### src/rtl/uart_pkg.sv
// -----------------------------------------------------------------------------
// uart_pkg
// Shared types for the UART transmit path.
//   tx_state_t  : transmitter FSM states (ST_PARITY only exists when
//                 UART_TX_PARITY_EN is defined)
//   PAR_*       : par_mode encodings (2'b11 is treated as "none")
//   par_enabled : 1 when a par_mode value requests a parity bit
// -----------------------------------------------------------------------------
package uart_pkg;

  typedef enum logic [2:0] {
    ST_IDLE   = 3'd0,
    ST_START  = 3'd1,
    ST_DATA   = 3'd2,
`ifdef UART_TX_PARITY_EN
    ST_PARITY = 3'd3,
`endif
    ST_STOP   = 3'd4,
    ST_BREAK  = 3'd5,
    ST_MARK   = 3'd6
  } tx_state_t;

  localparam logic [1:0] PAR_NONE = 2'b00;
  localparam logic [1:0] PAR_ODD  = 2'b01;
  localparam logic [1:0] PAR_EVEN = 2'b10;

  function automatic logic par_enabled(input logic [1:0] mode);
    return (mode == PAR_ODD) || (mode == PAR_EVEN);
  endfunction

endpackage

### src/rtl/uart_tx_param_if.sv
// -----------------------------------------------------------------------------
// uart_tx_param_if
// Producer-side bundle of the UART transmitter.
//   master (producer): drives dat, txen, divp, stop2, par_mode, brk
//   slave  (uart_tx_param): drives txd, txfull, txempty, busy, ovf, level,
//                           dbg_state
// Handshake: txen is a push strobe, not a request/grant pair. A word on dat is
// accepted on every rising clk edge where txen=1 and txfull=0 (txfull as it
// stood before that edge). A strobe while txfull=1 is dropped and reported by
// a one-cycle ovf pulse after the edge.
// dbg_state mirrors the transmitter FSM state register.
// -----------------------------------------------------------------------------
interface uart_tx_param_if #(
  parameter int DATA_W     = 8,
  parameter int FIFO_DEPTH = 16,
  parameter int DIV_W      = 16
);
  import uart_pkg::*;

  localparam int LVL_W = $clog2(FIFO_DEPTH) + 1;

  logic [DATA_W-1:0] dat;
  logic              txen;
  logic [DIV_W-1:0]  divp;
  logic              stop2;
  logic [1:0]        par_mode;
  logic              brk;

  logic              txd;
  logic              txfull;
  logic              txempty;
  logic              busy;
  logic              ovf;
  logic [LVL_W-1:0]  level;
  tx_state_t         dbg_state;

  modport master (
    output dat, txen, divp, stop2, par_mode, brk,
    input  txd, txfull, txempty, busy, ovf, level, dbg_state
  );

  modport slave (
    input  dat, txen, divp, stop2, par_mode, brk,
    output txd, txfull, txempty, busy, ovf, level, dbg_state
  );

endinterface

### src/rtl/uart_fifo_sync.sv
// -----------------------------------------------------------------------------
// uart_fifo_sync
// Single-clock FIFO with first-word fall-through read data.
//   clk, rst  : clock, asynchronous active-low reset
//   i_push    : write strobe (ignored while full)
//   i_din     : write data
//   i_pop     : read strobe (ignored while empty)
//   o_dout    : head-of-queue word, valid while o_empty=0
//   o_full    : DEPTH entries held
//   o_empty   : no entries held
//   o_ovf     : one-cycle pulse after a push that was dropped
//   o_level   : occupancy 0..DEPTH
// DEPTH must be a power of two (pointers wrap naturally).
// -----------------------------------------------------------------------------
module uart_fifo_sync #(
  parameter int W     = 8,
  parameter int DEPTH = 16
) (
  input  logic                   clk,
  input  logic                   rst,
  input  logic                   i_push,
  input  logic [W-1:0]           i_din,
  input  logic                   i_pop,
  output logic [W-1:0]           o_dout,
  output logic                   o_full,
  output logic                   o_empty,
  output logic                   o_ovf,
  output logic [$clog2(DEPTH):0] o_level
);

  localparam int AW = $clog2(DEPTH);
  localparam int LW = AW + 1;

  logic [W-1:0]  r_mem [DEPTH];
  logic [AW-1:0] r_wr;
  logic [AW-1:0] r_rd;
  logic [LW-1:0] r_level;
  logic          r_ovf;
  logic          w_push;
  logic          w_pop;

  assign o_full  = (r_level == LW'(DEPTH));
  assign o_empty = (r_level == '0);
  // Full is the registered occupancy, so a write to a full FIFO is dropped
  // even when a pop frees a slot on the same edge.
  assign w_push  = i_push && !o_full;
  assign w_pop   = i_pop && !o_empty;
  assign o_dout  = r_mem[r_rd];
  assign o_ovf   = r_ovf;
  assign o_level = r_level;

  always_ff @(posedge clk) begin
    if (w_push) r_mem[r_wr] <= i_din;
  end

  always_ff @(posedge clk or negedge rst) begin
    if (!rst) begin
      r_wr    <= '0;
      r_rd    <= '0;
      r_level <= '0;
      r_ovf   <= 1'b0;
    end else begin
      r_ovf <= i_push && o_full;
      if (w_push) r_wr <= r_wr + 1'b1;
      if (w_pop)  r_rd <= r_rd + 1'b1;
      r_level <= r_level + LW'(w_push) - LW'(w_pop);
    end
  end

endmodule

### src/rtl/uart_tx_param.sv
// -----------------------------------------------------------------------------
// uart_tx_param
// Parametrised UART transmitter with integrated transmit FIFO and line-break
// generator.
//   clk, rst : clock, asynchronous active-low reset
//   bus      : uart_tx_param_if.slave (dat/txen push, divp, stop2, par_mode,
//              brk in; txd, txfull, txempty, busy, ovf, level, dbg_state out)
// Parameters DATA_W (5..9), FIFO_DEPTH (power of two >= 2) and DIV_W must
// match the connected interface instance.
// Optional feature macro: UART_TX_PARITY_EN adds the PARITY state and honours
// par_mode; without it frames carry no parity bit.
// txd is registered from the current state, so the line lags the state
// register by one cycle.
// -----------------------------------------------------------------------------
module uart_tx_param import uart_pkg::*; #(
  parameter int DATA_W     = 8,
  parameter int FIFO_DEPTH = 16,
  parameter int DIV_W      = 16
) (
  input logic           clk,
  input logic           rst,
  uart_tx_param_if.slave bus
);

  localparam int BIT_W = (DATA_W > 1) ? $clog2(DATA_W) : 1;
  localparam int LVL_W = $clog2(FIFO_DEPTH) + 1;

  tx_state_t         r_state;
  logic              r_txd;
  logic              r_busy;
  logic [DIV_W-1:0]  r_div;
  logic [DIV_W-1:0]  r_divp;
  logic              r_stop2;
  logic              r_stop_cnt;
  logic [DATA_W-1:0] r_shift;
  logic [BIT_W-1:0]  r_bit;
`ifdef UART_TX_PARITY_EN
  logic              r_par;
  logic [1:0]        r_par_mode;
`else
  logic              w_unused_par;
  assign w_unused_par = ^bus.par_mode;
`endif

  logic [DATA_W-1:0] w_fifo_dout;
  logic              w_full;
  logic              w_empty;
  logic              w_ovf;
  logic [LVL_W-1:0]  w_level;
  logic              w_tick;
  logic [DIV_W-1:0]  w_div_next;
  logic              w_last_bit;
  logic              w_last_stop;
  logic              w_start_frame;
  logic              w_line;

  uart_fifo_sync #(.W(DATA_W), .DEPTH(FIFO_DEPTH)) u_fifo (
    .clk     (clk),
    .rst     (rst),
    .i_push  (bus.txen),
    .i_din   (bus.dat),
    .i_pop   (w_start_frame),
    .o_dout  (w_fifo_dout),
    .o_full  (w_full),
    .o_empty (w_empty),
    .o_ovf   (w_ovf),
    .o_level (w_level)
  );

  assign w_tick      = (r_div == r_divp);
  assign w_div_next  = w_tick ? '0 : r_div + 1'b1;
  assign w_last_bit  = (r_bit == BIT_W'(DATA_W - 1));
  assign w_last_stop = !r_stop2 || r_stop_cnt;

  // The IDLE pop decision is also taken in the last cycle of the final stop
  // bit; otherwise the one-cycle txd lag would insert an idle cycle between
  // queued frames. A pending break still routes through IDLE.
  assign w_start_frame = !bus.brk && !w_empty &&
                         ((r_state == ST_IDLE) ||
                          ((r_state == ST_STOP) && w_tick && w_last_stop));

  always_comb begin
    w_line = 1'b1;
    case (r_state)
      ST_START, ST_BREAK: w_line = 1'b0;
      ST_DATA:            w_line = r_shift[0];
`ifdef UART_TX_PARITY_EN
      ST_PARITY:          w_line = (r_par_mode == PAR_EVEN) ? r_par : ~r_par;
`endif
      default:            w_line = 1'b1;
    endcase
  end

  always_ff @(posedge clk or negedge rst) begin
    if (!rst) begin
      r_state    <= ST_IDLE;
      r_txd      <= 1'b1;
      r_busy     <= 1'b0;
      r_div      <= '0;
      r_divp     <= '0;
      r_stop2    <= 1'b0;
      r_stop_cnt <= 1'b0;
      r_shift    <= '0;
      r_bit      <= '0;
`ifdef UART_TX_PARITY_EN
      r_par      <= 1'b0;
      r_par_mode <= PAR_NONE;
`endif
    end else begin
      r_txd <= w_line;
      if (w_start_frame) begin
        // Frame configuration is frozen here for the whole frame.
        r_shift <= w_fifo_dout;
        r_divp  <= bus.divp;
        r_stop2 <= bus.stop2;
        r_div   <= '0;
        r_state <= ST_START;
        r_busy  <= 1'b1;
`ifdef UART_TX_PARITY_EN
        r_par      <= 1'b0;
        r_par_mode <= bus.par_mode;
`endif
      end else begin
        case (r_state)
          ST_IDLE: begin
            if (bus.brk) begin
              r_state <= ST_BREAK;
              r_busy  <= 1'b1;
            end
          end
          ST_START: begin
            r_div <= w_div_next;
            if (w_tick) begin
              r_bit   <= '0;
              r_state <= ST_DATA;
            end
          end
          ST_DATA: begin
            r_div <= w_div_next;
            if (w_tick) begin
              r_shift <= r_shift >> 1;
`ifdef UART_TX_PARITY_EN
              r_par   <= r_par ^ r_shift[0];
`endif
              if (w_last_bit) begin
                r_stop_cnt <= 1'b0;
`ifdef UART_TX_PARITY_EN
                r_state    <= par_enabled(r_par_mode) ? ST_PARITY : ST_STOP;
`else
                r_state    <= ST_STOP;
`endif
              end else begin
                r_bit <= r_bit + 1'b1;
              end
            end
          end
`ifdef UART_TX_PARITY_EN
          ST_PARITY: begin
            r_div <= w_div_next;
            if (w_tick) r_state <= ST_STOP;
          end
`endif
          ST_STOP: begin
            r_div <= w_div_next;
            if (w_tick) begin
              if (!w_last_stop) begin
                r_stop_cnt <= 1'b1;
              end else begin
                r_state <= ST_IDLE;
                r_busy  <= 1'b0;
              end
            end
          end
          ST_BREAK: begin
            if (!bus.brk) begin
              r_divp  <= bus.divp;
              r_div   <= '0;
              r_state <= ST_MARK;
            end
          end
          ST_MARK: begin
            r_div <= w_div_next;
            if (w_tick) begin
              r_state <= ST_IDLE;
              r_busy  <= 1'b0;
            end
          end
          default: begin
            r_state <= ST_IDLE;
            r_busy  <= 1'b0;
          end
        endcase
      end
    end
  end

  assign bus.txd       = r_txd;
  assign bus.busy      = r_busy;
  assign bus.txfull    = w_full;
  assign bus.txempty   = w_empty;
  assign bus.ovf       = w_ovf;
  assign bus.level     = w_level;
  assign bus.dbg_state = r_state;

endmodule

### src/flat_wrapper.sv
// flat-port wrapper written by rule: the top's interface ports become plain ports
module uart_tx_param_flat import uart_pkg::*;
#(
  parameter int DATA_W     = 8,
  parameter int FIFO_DEPTH = 16,
  parameter int DIV_W      = 16
)
  (clk, rst, bus_dat, bus_txen, bus_divp, bus_stop2, bus_par_mode, bus_brk, bus_txd, bus_txfull, bus_txempty, bus_busy, bus_ovf, bus_level, bus_dbg_state);
  uart_tx_param_if #(.DATA_W(DATA_W), .FIFO_DEPTH(FIFO_DEPTH), .DIV_W(DIV_W)) bus_i ();
  input logic clk;
  input logic rst;
  input wire logic [$bits(bus_i.dat)-1:0] bus_dat;
  input wire logic [$bits(bus_i.txen)-1:0] bus_txen;
  input wire logic [$bits(bus_i.divp)-1:0] bus_divp;
  input wire logic [$bits(bus_i.stop2)-1:0] bus_stop2;
  input wire logic [$bits(bus_i.par_mode)-1:0] bus_par_mode;
  input wire logic [$bits(bus_i.brk)-1:0] bus_brk;
  output wire logic [$bits(bus_i.txd)-1:0] bus_txd;
  output wire logic [$bits(bus_i.txfull)-1:0] bus_txfull;
  output wire logic [$bits(bus_i.txempty)-1:0] bus_txempty;
  output wire logic [$bits(bus_i.busy)-1:0] bus_busy;
  output wire logic [$bits(bus_i.ovf)-1:0] bus_ovf;
  output wire logic [$bits(bus_i.level)-1:0] bus_level;
  output wire logic [$bits(bus_i.dbg_state)-1:0] bus_dbg_state;
  assign bus_i.dat = bus_dat;
  assign bus_i.txen = bus_txen;
  assign bus_i.divp = bus_divp;
  assign bus_i.stop2 = bus_stop2;
  assign bus_i.par_mode = bus_par_mode;
  assign bus_i.brk = bus_brk;
  assign bus_txd = bus_i.txd;
  assign bus_txfull = bus_i.txfull;
  assign bus_txempty = bus_i.txempty;
  assign bus_busy = bus_i.busy;
  assign bus_ovf = bus_i.ovf;
  assign bus_level = bus_i.level;
  assign bus_dbg_state = bus_i.dbg_state;
  uart_tx_param #(.DATA_W(DATA_W), .FIFO_DEPTH(FIFO_DEPTH), .DIV_W(DIV_W)) u_core (.clk(clk), .rst(rst), .bus(bus_i));
endmodule
### config.mk
export PLATFORM = sky130hd
export DESIGN_NAME = uart_tx_param_flat
export DESIGN_NICKNAME = d
export VERILOG_FILES = /design/src/rtl/uart_pkg.sv /design/src/rtl/uart_tx_param_if.sv /design/src/rtl/uart_fifo_sync.sv /design/src/rtl/uart_tx_param.sv /design/src/flat_wrapper.sv
export SDC_FILE = /design/constraint.sdc
export NUM_CORES = 1
export LEC_CHECK = 0
export BUFFER_PORTS_ARGS = -buffer_cell sky130_fd_sc_hd__clkbuf_2
export CORE_ASPECT_RATIO = 0.9
export CORE_MARGIN = 4
export CORE_UTILIZATION = 50
export DETAILED_ROUTE_END_ITERATION = 16
export GPL_TIMING_DRIVEN = 0
export PLACE_DENSITY = 0.75
export SETUP_SLACK_MARGIN = 0.02
export SYNTH_ARGS = -nofsm -noshare
export SYNTH_HDL_FRONTEND = slang
export SYNTH_SLANG_ARGS = --single-unit
export TNS_END_PERCENT = 100
### constraint.sdc
create_clock -name clk -period 3.4 [get_ports clk]
set_input_delay 0.68 -clock clk [delete_from_list [all_inputs] [get_ports clk]]
set_output_delay 0.68 -clock clk [all_outputs]
set_load 0.005 [all_outputs]
### Yosys cells after proc, flatten, opt, wreduce, memory -nomap -nowiden

Memory sizes are Yosys's and may differ from the RTL's.
Index checks and enable logic that the tools add are counted.

* output and inout bits: 13
* memory bits (writable): 128
* word-level logic and storage cells: 113
* register bits: 64
* input bits: 31
* memories kept: 1

* mux-type cells: 37
* reduce and logical (&&, ||, !) cells: 31
* bitwise logic cells: 1
* equal/unequal tests: 24
* add/subtract/negate cells: 6

Memories
* u_core.u_fifo.r_mem: depth 16, width 8, read ports 1, clocked after memory_dff 0, wr ports 1, line uart_fifo_sync.sv:34 `logic [W-1:0] r_mem [DEPTH];`

Operators with widths (count)
* two-way mux 16 bit: 6
* two-way mux 3 bit: 11
* one-hot mux 16 bit (2 select lines): 1
* two-way mux 8 bit: 3
* != test 3 x 2 -> 1 bit (second input constant): 6
* one-hot mux 3 bit (6 select lines): 1
* adder 16 x 1 -> 16 bit (second input constant): 1
* equality test 16 bit: 1
* equality test 3 bit (second input constant): 4
* != test 2 x 1 -> 1 bit (second input constant): 6
* two-way mux 1 bit: 11
* AND reduction 5 bit: 2
* nonzero test 2 bit: 5
* adder 4 x 1 -> 4 bit (second input constant): 2
* AND reduction 8 bit: 1
* logical AND 1 bit: 7
* != test 3 bit (second input constant): 2
* one-hot mux 3 bit (2 select lines): 1
* AND reduction 2 bit: 3
* AND reduction 6 bit: 1
* adder 5 x 1 -> 5 bit: 1
* equality test 5 bit (second input constant): 1
* zero test 5 bit: 1
* subtractor 5 x 1 -> 5 bit: 1
* other kinds (14): 20

### Logic depth before layout (Yosys ltp)

Gate-level depths: netlist of run 1.

* depth after elaboration: 7
* gate-level depth with buffers: 17
* depth with buffers taken out: 16

### By module

From an unflattened synthesis of run 1, not the netlist that was laid out.

* cells, all modules: 573
* area total of the unflattened synthesis: 8613.3 um^2

Modules (own cells, without submodules)
* uart_fifo_sync: instances 1, area an instance 5909.4 um^2, sequential area each 4194.0 um^2, cells an instance 321
* uart_tx_param: instances 1, area an instance 2703.8 um^2, sequential area each 1252.5 um^2, cells an instance 252

### Worst setup path before layout of run 1

No wires, ideal clock.

* path kind: input to register
* from: input port bus_brk
* to: register u_core.u_fifo.r_level[4] (netlist: u_core.u_fifo.o_level[4])
* required time: 3.275 ns
* slack: 0.414 ns
* arrival: 2.861 ns
* buffers on the path: 1
* library setup time: 0.125 ns
* stages on the path: 14
* path through: clkbuf_1 nor4_2 a21oi_2 inv_2 ha_1 inv_1 ha_1 inv_1 fa_1 inv_1 a21oi_1 nor2_1 nor2_1 xnor2_1

* longest elaborated chain between the ends: 5

RTL lines
* from (decl): line flat_wrapper.sv:17 `input wire logic [$bits(bus_i.brk)-1:0] bus_brk;`
* zero test 1 bit: line uart_tx_param.sv:78 `assign w_start_frame = !bus.brk && !w_empty &&`
* logical AND 1 bit (2 in a row): line uart_tx_param.sv:78
* logical AND 1 bit: line uart_fifo_sync.sv:47 `assign w_pop = i_pop && !o_empty;`
* named net u_core.u_fifo.w_pop: line uart_fifo_sync.sv:40 `logic w_pop;`
* subtractor 5 x 1 -> 5 bit: line uart_fifo_sync.sv:66 `r_level <= r_level + LW'(w_push) - LW'(w_pop);`
* to (signal assigned): line uart_fifo_sync.sv:66
* to (decl): line uart_fifo_sync.sv:37 `logic [LW-1:0] r_level;`

The timed path passes the listed nets, and every way through them passes these cells.
A chain may end at the register's enable or synchronous reset.

### Final worst setup path of run 1

* from: register u_core.r_state[1] (netlist: u_core.bus.dbg_state[1])
* to: register u_core.u_fifo.r_level[4] (netlist: u_core.u_fifo.o_level[4])

* longest elaborated chain between the ends: 7
* elaborated cells between the ends (all ways): 8
* classes of those cells: add/sub: 1; eq/ne: 1; reduce/logical: 6

RTL lines
* from (decl): line uart_tx_param.sv:28 `tx_state_t r_state;`
* from (signal assigned): line uart_tx_param.sv:96 `r_state <= ST_IDLE;`
* from (signal assigned): line uart_tx_param.sv:117 `r_state <= ST_START;`
* from (signal assigned): line uart_tx_param.sv:127 `r_state <= ST_BREAK;`
* equality test 3 bit: line uart_tx_param.sv:80 `((r_state == ST_STOP) && w_tick && w_last_stop));`
* logical AND 1 bit (2 in a row): line uart_tx_param.sv:80
* logical OR 1 bit *: line uart_tx_param.sv:79 `((r_state == ST_IDLE) ||`
* logical AND 1 bit *: line uart_tx_param.sv:78
* logical AND 1 bit *: line uart_fifo_sync.sv:47
* named net u_core.u_fifo.w_pop: line uart_fifo_sync.sv:40
* subtractor 5 x 1 -> 5 bit *: line uart_fifo_sync.sv:66

Mark *: on every way through the listed nets, which the timed path passes. The rest lies on a longest branch.

==> Flow_metrics.wiki, run 1 <==
{| class="wikitable"
! Metric !! Value
|-
| Outcome || finished, final reports clean
|-
| CTS tree || built
|-
| Final wirelength || about 18 mm
|-
| Total overflow reported by the global router || 0
|-
| Mean number of vias per cell || 6.10
|-
| Worst hold-check path type || in -> async
|-
| Top cell type by total area after synthesis || edfxtp_1
|-
| Placed cell count || approximately 800
|-
| # setup viols final || 0
|-
| Number of nets with antenna violations after routing || 0
|-
| Number of remaining DRC errors || 0
|-
| Die height || 131 um
|-
| Time the worst path needs with I/O delays and setup || a little over 3 ns
|-
| Clock buffer count from CTS || 17
|-
| Setup Total Neg Slack || 0 ns
|-
| Later-pin clock latency in the skew report || approximately 0.43 ns
|-
| Area of the multi-input gates || approximately 0.0028 mm2
|-
| Minimum setup slack among reg-to-reg paths || 0.28 ns
|-
| First-pass GRT wire length || between 20 and 30 mm
|-
| Clock skew || between 0.01 and 0.015 ns
|-
| H-tree depth reported by CTS || 4
|-
| Data arrival, critical path || between 3 and 4 ns
|-
| Area overhead of the layout relative to synthesis || 12.9%
|-
| Hold buffer count at cts || 0
|-
| Number of filler instances in the final layout || 1,223
|-
| Antenna violations before repair || 0
|-
| Final cell utilization of the core || 58.2%
|-
| Cell row count || 44
|-
| Share of cells above drive strength 1 || 22.0%
|-
| Final Cell Area || about 0.0095 mm2
|-
| Clock Tree Root || clkbuf_16
|-
| Number of violations of the max-capacitance limit || 0
|-
| Maximum number of pins on one net before global-route repair || 65
|-
| Die Footprint || 0.0189 mm2
|-
| Share of async-settable or async-resettable flops after synthesis || approximately a third
|-
| Cells on worst reg2reg path || 14
|-
| Most common cell in the netlist || edfxtp_1
|-
| Total number of vias || between 5,000 and 6,000
|-
| Largest stage delay on the critical path || ~0.45 ns
|-
| Most used standard cells in the synthesized netlist || 128 x edfxtp_1, 63 x dfrtp_1, 32 x mux4_2
|-
| Fraction of the yosys area taken by sequential cells || about 65%
|-
| DRC violation total after the first TritonRoute iteration || between 500 and 600
|-
| Post-synthesis register bit count || 192
|-
| Total number of clock tree sinks || between 150 and 200
|-
| Number of hold violations in the final report || 0
|-
| Normalized max-slew margin || between 10% and 20%
|-
| # IOs || between 40 and 50
|-
| Post-route clock period utilization || approximately 92%
|-
| Number of buffers inserted by port buffering || 40
|-
| Worst vdd ir || 0.000451 V
|-
| Setup repair after global routing missed its margin || false
|-
| CP Class || reg -> reg
|-
| Yosys top cell area share || 45.8%
|-
| Worst flop-to-flop path startpoint || u_core.bus.dbg_state[1]
|-
| Total core area || between 0.015 and 0.02 mm2
|-
| Area of the mapped netlist || ~0.0084 mm2
|-
| GRT Overall Usage || 19.4%
|-
| Via count of the first global-routing pass || around 5,100
|-
| Power density relative to cell area || approximately 800 mW/mm2
|-
| Syn. warnings || 0
|-
| Transition time at the pin with the least slew margin || roughly 1.3 ns
|-
| Die X || ~140 um
|-
| Cell chain of the critical path || or3b_1 -> nor4_4 -> a21oi_4 -> inv_4 -> ha_1 -> inv_1 -> ha_1 -> inv_1 -> fa_1 -> inv_1 -> a21oi_1 -> nor2_1 -> nor2_1 -> xnor2_1
|-
| Most frequently used flop master after synthesis || edfxtp_1
|-
| CP max FO || 10
|-
| Setup crit start kind || register
|-
| Average cell area after synthesis || between 15 and 20 um2
|-
| Count of placed standard cells in the final layout, fillers left out || 830
|-
| Clock transition at the registers of the reported paths || approximately 0.07 ns
|-
| Maximum clock path buffer count || 2
|-
| Starting density of the core || about 50%
|-
| Required time at the endpoint of the critical path || approximately 3.7 ns
|-
| Total count of max-transition violations in the final report || 0
|-
| DR pass1 iterations || 8
|-
| Final weighted congestion of routability-driven global placement || about 0.8
|-
| Area after detailed placement || just under 0.009 mm2
|-
| Mapped Cells || roughly 550
|-
| # nets final || ~660
|-
| Cell types with the largest area share after synthesis || edfxtp_1 46%, dfrtp_1 19%, mux4_2 8.6%, ha_1 2.1%, xor2_1 2.1%
|-
| Endpoint of the most critical register-to-register path || u_core.u_fifo.o_level[4]
|-
| Highest achievable clock rate || roughly 320 MHz
|-
| Slowest library cell on the worst path || or3b_1
|-
| Lkg Pwr || about 3.6 nW
|-
| DP Wirelength || 11.8 mm
|-
| Antenna diodes || 0
|-
| Number of flops mapped to enable cells by yosys || 128
|-
| Distinct cell type count of the synthesized netlist || between 50 and 60
|-
| Nature of the critical path endpoint || register
|-
| Most frequent cell on the critical path || inv_1
|-
| Syn Nets || between 500 and 600
|-
| Routed wire length per instance || between 20 and 25 um
|-
| Sequential cell area || 0.00545 mm2
|}
cells in the final DEF, fill, tap and decap left out, types with 17 or more instances in the layout:
cell type,n
edfxtp_1,128
dfrtp_1,63
clkbuf_2,39
mux4_2,32
nand2_1,23
nor2_1,22
clkbuf_1,21
xor2_1,20
inv_1,19
clkbuf_16,17
state kept, by name, indices dropped and copies added (netlist names):
signal                 cells
u_core.r_bit               3
u_core.r_stop2             1
u_core.bus.busy            1
u_core.u_fifo.o_ovf        1
u_core.r_divp             16
u_core.u_fifo.r_wr         4
u_core.bus.txd             1
u_core.r_shift             8
u_core.bus.dbg_state       3
u_core.r_div              16
u_core.u_fifo.r_mem      128
u_core.r_stop_cnt          1
u_core.u_fifo.o_level      5
u_core.u_fifo.r_rd         4
what timing repair did:
action,in CTS,in global routing
pin swaps,0,1
setup endpoints to repair,1,1
gates resized for setup,1,3
setup buffers,2,0
cell families (layout without fill, tap and decap cells):
group	count (synthesis)	count (layout)	synth area share (%)
adder cells (fa/ha/maj)	15	15	2.32
AND/OR/NAND/NOR	127	127	8.49
multiplexers	54	54	11.9
XOR/XNOR	27	27	2.82
buffers and inverters	51	126	2.62
AO/OA/AOI/OAI	82	82	6.93
flip-flops	192	192	64.9
final cells by class:
| type | count | area share, % |
|---|---|---|
| flip-flops and latches | 192 | 57.5 |
| multi-input cells | 305 | 29.0 |
| clock buffers | 17 | 4.49 |
| well taps | 207 | 2.73 |
| repair buffers | 43 | 2.38 |
| clock inverters | 15 | 1.58 |
| plain buffers | 31 | 1.53 |
| inverters | 20 | 0.818 |
per-stage QoR:
step | power (mW) | setup slack, ns | hold slack [ns]
2_1_floorplan | 5.01 | 0.414 | 0.384
6_report | 7.66 | 0.282 | 0.393
3_5_place_dp | 5.71 | -0.0371 | 0.501
3_3_place_gp | 5.57 | 0.0506 | 0.478
5_1_grt | 8.06 | 0.123 | 0.451
4_1_cts | 7.67 | 0.103 | 0.430
metal layers:
metal	global-route usage, %	share of wire [%]	up-vias
li1	-	-	2262
met1	26.7	42	2608
met2	31.8	51	166
met3	3.60	5.4	29
met4	5.81	1.3	0
met5	0	0	-
how the worst max path moves through the flow:
stage	cells after the start	from	slack [ns]	endpoint
after floorplan	14	bus_brk	0.41	u_core.u_fifo.o_level[4]
after global placement	14	bus_brk	0.05	u_core.u_fifo.o_level[4]
after detailed placement	16	u_core.u_fifo.o_level[3]	-0.04	u_core.u_fifo.o_level[4]
after CTS	17	u_core.u_fifo.o_level[3]	0.10	u_core.u_fifo.o_level[4]
after global routing	14	u_core.bus.dbg_state[1]	0.12	u_core.u_fifo.o_level[4]
final	14	u_core.bus.dbg_state[1]	0.28	u_core.u_fifo.o_level[4]
report_power, final:
group / internal (mW) / switching, mW / leakage, nW
clock: 1.03 / 0.911 / 0.276
combinational: 1.09 / 1.33 / 1.35
sequential: 2.96 / 0.335 / 1.94
critical path: cells and delay by family, from the launching register on:
family	cells	cell delay [ns]
AND/OR/NAND/NOR	4	1.03
adder cells (fa/ha/maj)	3	0.82
flip-flops	1	0.44
buffers and inverters	4	0.38
AO/OA/AOI/OAI	2	0.23
XOR/XNOR	1	0.11
Note: power is estimated with default switching activity, not from simulation.
==> run 2, diff against run 1 <==
--- a/config.mk
+++ b/config.mk
@@ -10,6 +10,7 @@
 export CORE_MARGIN = 4
 export CORE_UTILIZATION = 50
 export DETAILED_ROUTE_END_ITERATION = 16
+export GPL_ROUTABILITY_DRIVEN = 0
 export GPL_TIMING_DRIVEN = 0
 export PLACE_DENSITY = 0.75
 export SETUP_SLACK_MARGIN = 0.02
==> constraint.sdc (replaced) <==
create_clock -name clk -period 3.6 [get_ports clk]
set_input_delay 0.72 -clock clk [delete_from_list [all_inputs] [get_ports clk]]
set_output_delay 0.72 -clock clk [all_outputs]
set_load 0.005 [all_outputs]
==> run 2 against run 1 <==
Against the previous run: sequential power decreased by 5%; design area is 0.24% lower; die area did not move; utilization decreased by 0.14 points; via count grew 0.59%; register-to-register slack improved by 0.04 ns; maximum frequency shrank 4.8%; final cell count decreased by 0.12%; first-iteration DRC count fell by 4.1%; clock power shrank 6%; critical path type unchanged; largest cell class unchanged.
==> Flow_metrics.wiki, run 2 (synthesis gave the netlist of run 1 again) <==
{| class="wikitable"
! Metric !! Value
|-
| Outcome || finished, final reports clean (unchanged)
|-
| Routed wire length per instance || 21.0 um (was 21.1 um)
|-
| Clock Tree Root || clkbuf_16 (unchanged)
|-
| Number of violations of the max-capacitance limit || 0 (unchanged)
|-
| Data arrival, critical path || 3.59 ns (was 3.44 ns)
|-
| Top routing layer in use || met4 (unchanged)
|-
| Top Family by Delay on Critical Path || adder cells (was simple AND/OR/NAND/NOR gates)
|-
| Clock transition at the registers of the reported paths || 0.07 ns (about the same)
|-
| Number of buffer and inverter instances along the worst setup path || 6 (was 4)
|-
| First-pass GRT wire length || 27.7 mm (about the same)
|-
| Final wirelength || 17.4 mm (was 17.5 mm)
|-
| Total overflow reported by the global router || 0 (unchanged)
|-
| Largest stage delay on the critical path || 0.41 ns (was 0.45 ns)
|-
| Required time at the endpoint of the critical path || 3.92 ns (was 3.72 ns)
|-
| Number of hold violations in the final report || 0 (unchanged)
|-
| Routed length on met3 || 1.05 mm (was 937 um)
|-
| Most frequent cells in the layout || 128 x edfxtp_1, 63 x dfrtp_1, 39 x clkbuf_2 (unchanged)
|-
| Slowest library cell on the worst path || fa_1 (was or3b_1)
|-
| Wl on met1 || 7.24 mm (was 7.33 mm)
|-
| Highest achievable clock rate || 305 MHz (was 321 MHz)
|-
| # IOs || 44 (unchanged)
|-
| Number of remaining DRC errors || 0 (unchanged)
|-
| Maximum number of pins on one net before global-route repair || 65 (unchanged)
|-
| Number of buffers inserted by port buffering || 40 (unchanged)
|-
| Setup repair after global routing missed its margin || false (unchanged)
|-
| Nature of the critical path endpoint || register (unchanged)
|-
| Setup Total Neg Slack || 0 ns (unchanged)
|-
| Die X || 145 um (unchanged)
|-
| DRC violation total after the first TritonRoute iteration || 513 (was 535)
|-
| Most common cell after layout, fill and taps aside || edfxtp_1 (unchanged)
|-
| Clock skew || 0.0121 ns (was 0.0132 ns)
|-
| GRT Overall Usage || 19.3% (was 19.4%)
|-
| Number of nets with antenna violations after routing || 0 (unchanged)
|-
| Setup crit start kind || register (unchanged)
|-
| Total core area || 0.0163 mm2 (unchanged)
|-
| DP Wirelength || 11.8 mm (unchanged)
|-
| DR pass1 iterations || 6 (was 8)
|-
| Die height || 131 um (unchanged)
|-
| Metal2 WL || 8.91 mm (was 9.01 mm)
|-
| Lkg Pwr || 3.56 nW (was 3.57 nW)
|-
| CP max FO || 10 (unchanged)
|-
| CTS tree || built (unchanged)
|-
| H-tree depth reported by CTS || 4 (unchanged)
|-
| Overall power after layout || 7.22 mW (was 7.66 mW)
|-
| Via count of the first global-routing pass || 5,095 (was 5,101)
|-
| Transition time at the pin with the least slew margin || 1.34 ns (was 1.33 ns)
|-
| Antenna violations before repair || 0 (unchanged)
|-
| Final cell utilization of the core || 58.0% (was 58.2%)
|-
| Register with the highest flop count || u_core.u_fifo.r_mem (unchanged)
|-
| Largest register FFs || 128 (unchanged)
|-
| Post-route clock period utilization || 90.9% (was 91.7%)
|-
| # nets final || 655 (was 656)
|-
| Total count of max-transition violations in the final report || 0 (unchanged)
|-
| # setup viols final || 0 (unchanged)
|-
| Leading registers by flop count || u_core.u_fifo.r_mem x128, u_core.r_div x16, u_core.r_divp x16 (unchanged)
|-
| Antenna diodes || 0 (unchanged)
|-
| Hold buffer count at cts || 0 (unchanged)
|-
| Share of cells above drive strength 1 || 21.7% (was 22.0%)
|-
| Worst vdd ir || 0.000426 V (was 0.000451 V)
|-
| Clock buffer count from CTS || 17 (unchanged)
|-
| Area overhead of the layout relative to synthesis || 12.6% (was 12.9%)
|-
| Total number of clock tree sinks || 192 (unchanged)
|-
| Starting density of the core || 51.5% (unchanged)
|-
| Power density relative to cell area || 764 mW/mm2 (was 808 mW/mm2)
|-
| Worst hold-check path type || in -> async (unchanged)
|-
| Later-pin clock latency in the skew report || 0.43 ns (about the same)
|-
| Normalized max-slew margin || 10.1% (was 10.4%)
|-
| Cell row count || 44 (unchanged)
|-
| Most frequent cell on the critical path || inv_1 (unchanged)
|-
| Cell chain of the critical path || inv_1 -> ha_1 -> nor4b_4 -> buf_4 -> nor4_4 -> a21oi_2 -> inv_2 -> ha_1 -> inv_1 -> ha_1 -> inv_1 -> fa_1 -> inv_1 -> a21oi_1 -> nor2_1 -> nor2_1 -> xnor2_1 (was or3b_1 -> nor4_4 -> a21oi_4 -> inv_4 -> ha_1 -> inv_1 -> ha_1 -> inv_1 -> fa_1 -> inv_1 -> a21oi_1 -> nor2_1 -> nor2_1 -> xnor2_1)
|-
| Maximum clock path buffer count || 2 (unchanged)
|-
| CP Class || reg -> reg (unchanged)
|-
| Mean number of vias per cell || 6.15 (was 6.10)
|-
| Total number of vias || 5,095 (was 5,065)
|-
| Die Footprint || 0.0189 mm2 (unchanged)
|-
| Time the worst path needs with I/O delays and setup || 3.27 ns (was 3.12 ns)
|}
run 2: per-stage QoR:
stage	setup slack, ns	instances	hold slack, ns	area (um2)
final	0.326	829	0.434	9460
after global routing	0.0998	829	0.491	9460
after CTS	0.141	827	0.470	9430
after detailed placement	0.163	795	0.501	8860
after global placement	0.211	795	0.478	8850
after floorplan	0.574	548	0.424	8400
run 2: where the power goes:
group	internal [mW]	switching [mW]	total, mW
clock network	0.976	0.858	1.83
logic	1.02	1.25	2.27
registers	2.80	0.317	3.12
run 2: path summary, 6_finish.rpt:
| check | start | to | slack [ns] | cells past startpoint |
|---|---|---|---|---|
| setup / recovery | u_core.u_fifo.o_level[3] | u_core.u_fifo.o_level[4] | 0.33 | 17 |
| min in group clk | bus_divp[2] | u_core.r_divp[2] | 0.50 | 2 |
| hold / removal | rst | u_core.bus.dbg_state[0] | 0.43 | 1 |
| max in group asynchronous | rst | u_core.r_divp[11] | 2.58 | 1 |
| setup reg to reg | u_core.u_fifo.o_level[3] | u_core.u_fifo.o_level[4] | 0.33 | 17 |
| hold reg to reg | u_core.r_shift[0] | u_core.bus.txd | 0.52 | 2 |
run 2: area by class of cell:
class                           instances  area, um2
Sequential cell                       192       5450
Fill cell                            1231       6840
Clock inverter                         15        150
Timing Repair Buffer                   42        218
Tap cell                              207        259
Buffer                                 31        145
Clock buffer                           17        425
Inverter                               20       75.1
Multi-Input combinational cell        305       2740
run 2: worst register-to-register path: stages (launching register included):
cell,delay (ns)
dfrtp_1,0.39
inv_1,0.08
ha_1,0.20
nor4b_4,0.13
buf_4,0.18
nor4_4,0.38
a21oi_2,0.20
inv_2,0.24
ha_1,0.28
inv_1,0.06
ha_1,0.16
inv_1,0.06
fa_1,0.41
inv_1,0.08
a21oi_1,0.06
nor2_1,0.09
nor2_1,0.06
xnor2_1,0.11
run 2: repair_timing:
action	CTS	global route
setup endpoints to repair	0	1
resized for setup	0	1
setup buffers	0	1
run 2: routing by layer:
layer	track usage (%)	up-vias
met2	31.6	182
met5	0	-
met1	26.8	2623
li1	-	2260
met4	5.81	0
met3	3.60	30
